$ cat src/rtl/trig_coax_pkg.sv
// Shared widths and FSM state encoding for the coax trigger transmitter.
package trig_coax_pkg;

   localparam int unsigned PH_W   = 2;
   localparam int unsigned DROP_W = 16;

   typedef logic [1:0] state_t;

   localparam state_t StIdle    = 2'd0;
   localparam state_t StCalWait = 2'd1;
   localparam state_t StCalSend = 2'd2;
   localparam state_t StCalDone = 2'd3;

endpackage

$ cat src/rtl/trig_coax_lane.sv
// One coax lane: pending-request flag plus the registered coax drive.
module trig_coax_lane (
   input  logic clk_adc,
   input  logic rst,
   input  logic slot,
   input  logic force_zero,
   input  logic force_pulse,
   input  logic trig_req,
   output logic coax_out
);

   logic pend_q;
   logic coax_q;

   always_ff @(posedge clk_adc) begin
      if (rst) begin
         pend_q <= 1'b0;
         coax_q <= 1'b0;
      end else if (force_pulse) begin
         pend_q <= 1'b0;
         coax_q <= 1'b1;
      end else if (force_zero) begin
         pend_q <= 1'b0;
         coax_q <= 1'b0;
      end else if (slot) begin
         pend_q <= 1'b0;
         coax_q <= pend_q | trig_req;
      end else begin
         pend_q <= pend_q | trig_req;
         coax_q <= 1'b0;
      end
   end

   assign coax_out = coax_q;

endmodule

$ cat src/rtl/trig_coax_tx.sv
// Coax trigger transmitter: slot-aligned trigger pulses in normal operation,
// fixed-phase sync bursts on all lanes during the calibration window.
module trig_coax_tx
   import trig_coax_pkg::*;
#(
   parameter int unsigned NLANE       = 8,
   parameter int unsigned PHASE       = 0,
   parameter int unsigned SYNC_WAIT   = 250,
   parameter int unsigned SYNC_PULSES = 54
) (
   input  logic              clk_adc,
   input  logic              rst,
   input  logic              calib_window,
   input  logic [NLANE-1:0]  trig_req,
   input  logic              clr_drop,
   output logic [NLANE-1:0]  coax_out,
   output logic              cal_ok,
   output logic              busy,
   output logic [DROP_W-1:0] drop_cnt
);

   localparam int unsigned WCNT_W = $clog2(SYNC_WAIT + 1);

   if (PHASE > 3) begin : g_phase_chk
      $error("PHASE must be in 0..3");
   end
   if (SYNC_PULSES > 255 || SYNC_PULSES == 0) begin : g_pulses_chk
      $error("SYNC_PULSES must be in 1..255");
   end

   logic [PH_W-1:0]   ph_q;
   logic              win_q;
   state_t            state_q, state_d;
   logic [WCNT_W-1:0] wcnt_q, wcnt_d;
   logic [7:0]        pcnt_q, pcnt_d, pcnt_inc;
   logic              cal_ok_q, cal_ok_d;
   logic [DROP_W-1:0] drop_q, drop_d;

   logic slot, rise, fall;
   logic force_zero, force_pulse;

   assign slot     = (ph_q == PH_W'(PHASE));
   assign rise     = calib_window & ~win_q;
   assign fall     = ~calib_window & win_q;
   assign pcnt_inc = pcnt_q + 8'd1;

   always_comb begin
      state_d     = state_q;
      wcnt_d      = wcnt_q;
      pcnt_d      = pcnt_q;
      cal_ok_d    = cal_ok_q;
      force_zero  = 1'b1;
      force_pulse = 1'b0;
      unique case (state_q)
         StIdle: begin
            // A rise wins over a same-cycle request; force_zero drops pend too.
            if (rise) begin
               state_d  = StCalWait;
               wcnt_d   = '0;
               cal_ok_d = 1'b0;
            end else begin
               force_zero = 1'b0;
            end
         end
         StCalWait: begin
            if (fall) begin
               state_d = StIdle;
            end else if (wcnt_q == WCNT_W'(SYNC_WAIT - 1)) begin
               state_d = StCalSend;
               pcnt_d  = '0;
            end else begin
               wcnt_d = wcnt_q + WCNT_W'(1);
            end
         end
         StCalSend: begin
            if (fall) begin
               state_d = StIdle;
            end else if (slot) begin
               force_pulse = 1'b1;
               force_zero  = 1'b0;
               pcnt_d      = pcnt_inc;
               if (pcnt_inc == 8'(SYNC_PULSES)) begin
                  state_d  = StCalDone;
                  cal_ok_d = 1'b1;
               end
            end
         end
         StCalDone: begin
            if (fall) begin
               state_d = StIdle;
            end
         end
         default: state_d = StIdle;
      endcase
   end

   always_comb begin
      drop_d = drop_q;
      if (clr_drop) begin
         drop_d = '0;
      end else if (state_q != StIdle && |trig_req && drop_q != '1) begin
         drop_d = drop_q + DROP_W'(1);
      end
   end

   always_ff @(posedge clk_adc) begin
      if (rst) begin
         ph_q     <= '0;
         win_q    <= 1'b0;
         state_q  <= StIdle;
         wcnt_q   <= '0;
         pcnt_q   <= '0;
         cal_ok_q <= 1'b0;
         drop_q   <= '0;
      end else begin
         ph_q     <= ph_q + PH_W'(1);
         win_q    <= calib_window;
         state_q  <= state_d;
         wcnt_q   <= wcnt_d;
         pcnt_q   <= pcnt_d;
         cal_ok_q <= cal_ok_d;
         drop_q   <= drop_d;
      end
   end

   for (genvar i = 0; i < NLANE; i++) begin : g_lane
      trig_coax_lane u_lane (
         .clk_adc     (clk_adc),
         .rst         (rst),
         .slot        (slot),
         .force_zero  (force_zero),
         .force_pulse (force_pulse),
         .trig_req    (trig_req[i]),
         .coax_out    (coax_out[i])
      );
   end

   assign busy     = (state_q != StIdle);
   assign cal_ok   = cal_ok_q;
   assign drop_cnt = drop_q;

endmodule

$ cat config.mk
export PLATFORM = sky130hd
export DESIGN_NAME = trig_coax_tx
export DESIGN_NICKNAME = d
export VERILOG_FILES = /design/src/rtl/trig_coax_pkg.sv /design/src/rtl/trig_coax_lane.sv /design/src/rtl/trig_coax_tx.sv
export SDC_FILE = /design/constraint.sdc
export NUM_CORES = 1
export LEC_CHECK = 0
export BUFFER_PORTS_ARGS = -buffer_cell sky130_fd_sc_hd__buf_4
export CAP_MARGIN = 20
export CORE_ASPECT_RATIO = 1.5
export CORE_MARGIN = 4
export CORE_UTILIZATION = 57
export CTS_BUF_LIST = sky130_fd_sc_hd__clkbuf_8
export DETAILED_ROUTE_END_ITERATION = 6
export PLACE_DENSITY = 0.91
export SLEW_MARGIN = 20
export SYNTH_ARGS = -nofsm -noshare
export SYNTH_HDL_FRONTEND = slang
export SYNTH_SLANG_ARGS = --single-unit
$ cat constraint.sdc
create_clock -name clk_adc -period 2.5 [get_ports clk_adc]
set_clock_uncertainty 0.15 [all_clocks]
set_input_delay 0.5 -clock clk_adc [delete_from_list [all_inputs] [get_ports clk_adc]]
set_output_delay 0.5 -clock clk_adc [all_outputs]
set_load 0.02 [all_outputs]
==> flow_results.org <==
** Run status
- The flow ran to the end, and the final reports show no timing, DRC or antenna violations.

** Clock tree
- TritonCTS clock tree :: yes
- Clock tree synthesis selected as its root buffer the cell clkbuf_8.
- The clock drives 54 sinks.
- Number of buffers inserted by hold repair at cts :: 0
- H-tree depth :: 2
- Counting along the longest clock path gives a buffer depth of 2.
- In this run the post-CTS setup repair buffer count came out at 0.
- Clk slew on worst S/H paths :: 0.10 ns
- The later pin in the worst-skew pair is clocked with a latency of about 0.3 ns.
- Cts repair resizes :: 0
- Number of buffers added by the clock tree synthesis step :: 5

** STA
- Final Hold Violating Endpoints :: 0
- Final slew viol count :: 0
- Timing would allow up to 434 MHz.
- After layout, the worst path uses 92.2% of the clock period.
- Measured against its own limit, the worst slew margin works out to 71.5%.
- Once routing completed, OpenROAD measured the worst setup slack at 0.195 ns.
- Adding up every negative setup slack in the final design gives 0 ns.
- Unrepaired setup endpoints after global routing :: false
- Setup violations remaining at the end of the flow were counted as 0.
- At the pin with the least slew margin, the transition time is roughly 0.43 ns.
- The clock period could shrink to 2.30 ns.

** GRT
- GRT Residual Overflow :: 0
- Global routing consumed, over all layers together, 19.1% of the routing resources.
- Entering global routing, the biggest net connects 22 pins.
- Vias in the first global route :: 2,090
- Global-route wire length before repair :: 8.91 mm
- The initial antenna violation count is 0.

** Cells and area
- Final Cell Area :: between 0.002 and 0.003 sq mm
- The multi-input combinational cells in the finished layout cover a total of 0.00129 sq mm.
- Relative to the synthesized area, the layout overhead comes to 12.5%.
- Antenna Cells :: 0
- Nets :: 340
- In the final layout, flip-flops and latches occupy between 0.001 and 0.0015 sq mm.
- Fill cells in the final layout number 345.
- Fraction of layout instances using a drive strength above 1 :: approximately 17%

** Run
- Across the run, the number of max-cap violations was 0.

** Routing
- For this run, design rule violations remaining after detail routing come to 0.
- Detailed-routing iteration count for the pre-antenna-repair pass :: 4
- Initial DRC count :: 187
- Via count of the routed design :: between 2k and 2.5k
- Number of nets with antenna violations after routing :: 0
- Dividing the detail-routed wire length by the instance count gives about 14 um.
- The routed design has ~5.2 mm of wire.
- Via density per instance :: about 6

** Floorplan
- The initialized floorplan defines 29 standard-cell rows.
- The region available for standard cell placement spans 0.00428 sq mm.
- Initial cell density of the core :: 59.5%
- The floorplan step set the die width to 62.6 um.
- The die is 89.9 um tall.
- 38 I/O pins were placed.
- Overall die area :: roughly 0.0056 sq mm

** Setup path
- Worst setup path startpoint :: drop_cnt[0]
- Category of the worst setup path capture point :: register
- Required time of the critical path :: 2.58 ns
- Internal reg-to-reg setup slack :: 0.20 ns
- The worst setup path is launched from a register.
- Highest-delay cell along the critical path :: nor4_4
- Peak per-stage delay on the critical path :: 0.44 ns
- CP Class :: register to register
- Data on the critical path arrives at its endpoint at 2.38 ns.
- Worst reg2reg endpoint :: drop_cnt[10]
- Worst reg2reg path depth :: 6
- Walking the worst path, the cells encountered are ha_1, nand3_1, nor4_4, a21o_2, o21ai_0, a21oi_1.
- In this run the critical register-to-register path is launched from drop_cnt[0].
- Maximum fanout count along the critical path :: 17
- In this run the worst setup path terminates at drop_cnt[10].

** Min path
- Hold crit path type :: register to register

** Yosys
- The mapped netlist covers between 0.002 and 0.003 sq mm.
- Most area-hungry cell type in the Yosys netlist :: dfxtp_1
- Total nets after synthesis :: 319
- In this run, distinct cell masters in the synthesized netlist total 51.
- Proportion of netlist area held by the largest area contributor :: 42.4%
- Counting flops with an async set or reset pin after synthesis yields a share of 0%.
- After technology mapping, the gate count stands at 301.
- For this run, the number of Yosys warnings is 0.
- #FFs+latches synth :: 54
- Ranking of synthesized cells by area :: dfxtp_1, nor2_1, a21oi_1
- Part of the Yosys area used for sequential elements :: between 40% and 50%
- Synthesized area divided by synthesized cell count :: 8.46 sq um
- Most instantiated flip-flop cell in the synthesis netlist :: dfxtp_1
- The synthesized design contains 0 enable-type register cells.

** Place
- After detailed placement, the total cell area comes to 0.00275 sq mm.
- In this run the tool buffered the top-level ports with 37 buffer cells.
- At the placement stage, the worst setup path has a slack of 0.308 ns.
- DP Wirelength :: 3.82 mm
- At the end of routability-driven placement, the weighted congestion stood at 0.875.

** Pwr
- Summing internal, switching and leakage power gives 1.63 mW.
- Total leakage power :: between 1 and 1.5 nW
- For this design the ratio of total power to cell area is 568 mW/mm^2.
- Peak supply drop :: 411 uV
-- Yosys cell counts, drive strengths merged (2+ instances only) --
library cell,count
o211a,2
nor2b,5
a311oi,5
nor2,45
and2,3
o21ai,12
nand3,13
nor3b,2
xor2,2
a41o,2
nand2b,4
and3,4
o31ai,2
a21o,3
a31oi,5
a21oi,20
o41ai,2
nor4,5
a211oi,3
nor3,5
or4,3
xnor2,9
clkbuf,8
and4,2
or2,3
nand3b,2
ha,6
nand4,8
nand2,21
inv,9
or3,8
buf,15
dfxtp,54
-- final cells by class --
type	instances	area share, %
Clock buffer	6	2.88
Timing Repair Buffer	37	9.69
Tap cell	46	2.01
Multi-Input combinational cell	215	45.2
Inverter	9	1.18
Clock inverter	2	1.35
Sequential cell	54	37.7
-- how the worst min path moves through the flow --
stage / endpoint / start / slack, ns / cells after the start
after floorplan: ph_q[0] / ph_q[0] / 0.24 / 1
after global placement: ph_q[0] / ph_q[0] / 0.25 / 1
after detailed placement: ph_q[0] / ph_q[0] / 0.25 / 1
final: ph_q[0] / ph_q[0] / 0.27 / 1
after global routing: ph_q[0] / ph_q[0] / 0.27 / 1
after CTS: g_lane[1].u_lane.pend_q / trig_req[1] / 0.26 / 3
-- stage by stage --
stage	instances	hold slack, ns	utilization, %
after floorplan	301	0.243	-
after global placement	361	0.251	64.1
after detailed placement	361	0.251	64.1
after CTS	369	0.264	66.9
after global routing	369	0.273	66.9
final	369	0.266	66.9
-- critical path, delay by kind of cell, from the launching register on --
family	cells	cell delay [ns]
AOI/OAI and AO/OA	3	0.67
adders and majority gates	1	0.34
DFF	1	0.40
and+or+nand+nor	2	0.67
-- kinds of logic (layout without fill, tap and decap cells) --
kind of cell	count (synthesis)	count (layout)	share of synthesized area, %
AND/OR/NAND/NOR	135	135	27.3
buffers and inverters	32	54	6.73
flip-flops	54	54	42.4
XOR/XNOR	11	11	3.78
adder cells (fa/ha/maj)	6	6	2.95
AO/OA/AOI/OAI	63	63	16.8
-- flip-flops by register name, summed over array words and instances (netlist names), 2 cells and up --
signal	flops
drop_cnt	16
g_lane.u_lane.coax_out	8
g_lane.u_lane.pend_q	8
pcnt_q	8
ph_q	2
state_q	2
wcnt_q	8
-- power breakdown --
part	switching (mW)	internal [mW]	leakage, nW
combinational	0.0750	0.0499	0.624
clock	0.282	0.329	0.0618
sequential	0.0116	0.879	0.438
total	0.368	1.26	1.12
-- per-layer routing --
layer | up-vias | wire, um | GRT usage [%]
met1 | 1043 | 2020 | 19.1
met4 | 0 | 138 | 10.3
met3 | 14 | 246 | 4.11
li1 | 1103 | - | -
met5 | - | 0 | 0
met2 | 67 | 2810 | 35.7
-- cell usage in the layout, fill, tap and decap left out, drive strengths merged, types with 4 or more instances in the layout --
cell type  instances
nand4              8
dfxtp             54
nor2              45
nor2b              5
nor4               5
or3                8
a311oi             5
xnor2              9
a31oi              5
ha                 6
clkbuf             6
nand2b             4
o21ai             12
nand3             13
a21oi             20
nand2             21
inv               10
nor3               5
and3               4
buf               37
(Power assumes the default switching activity.)
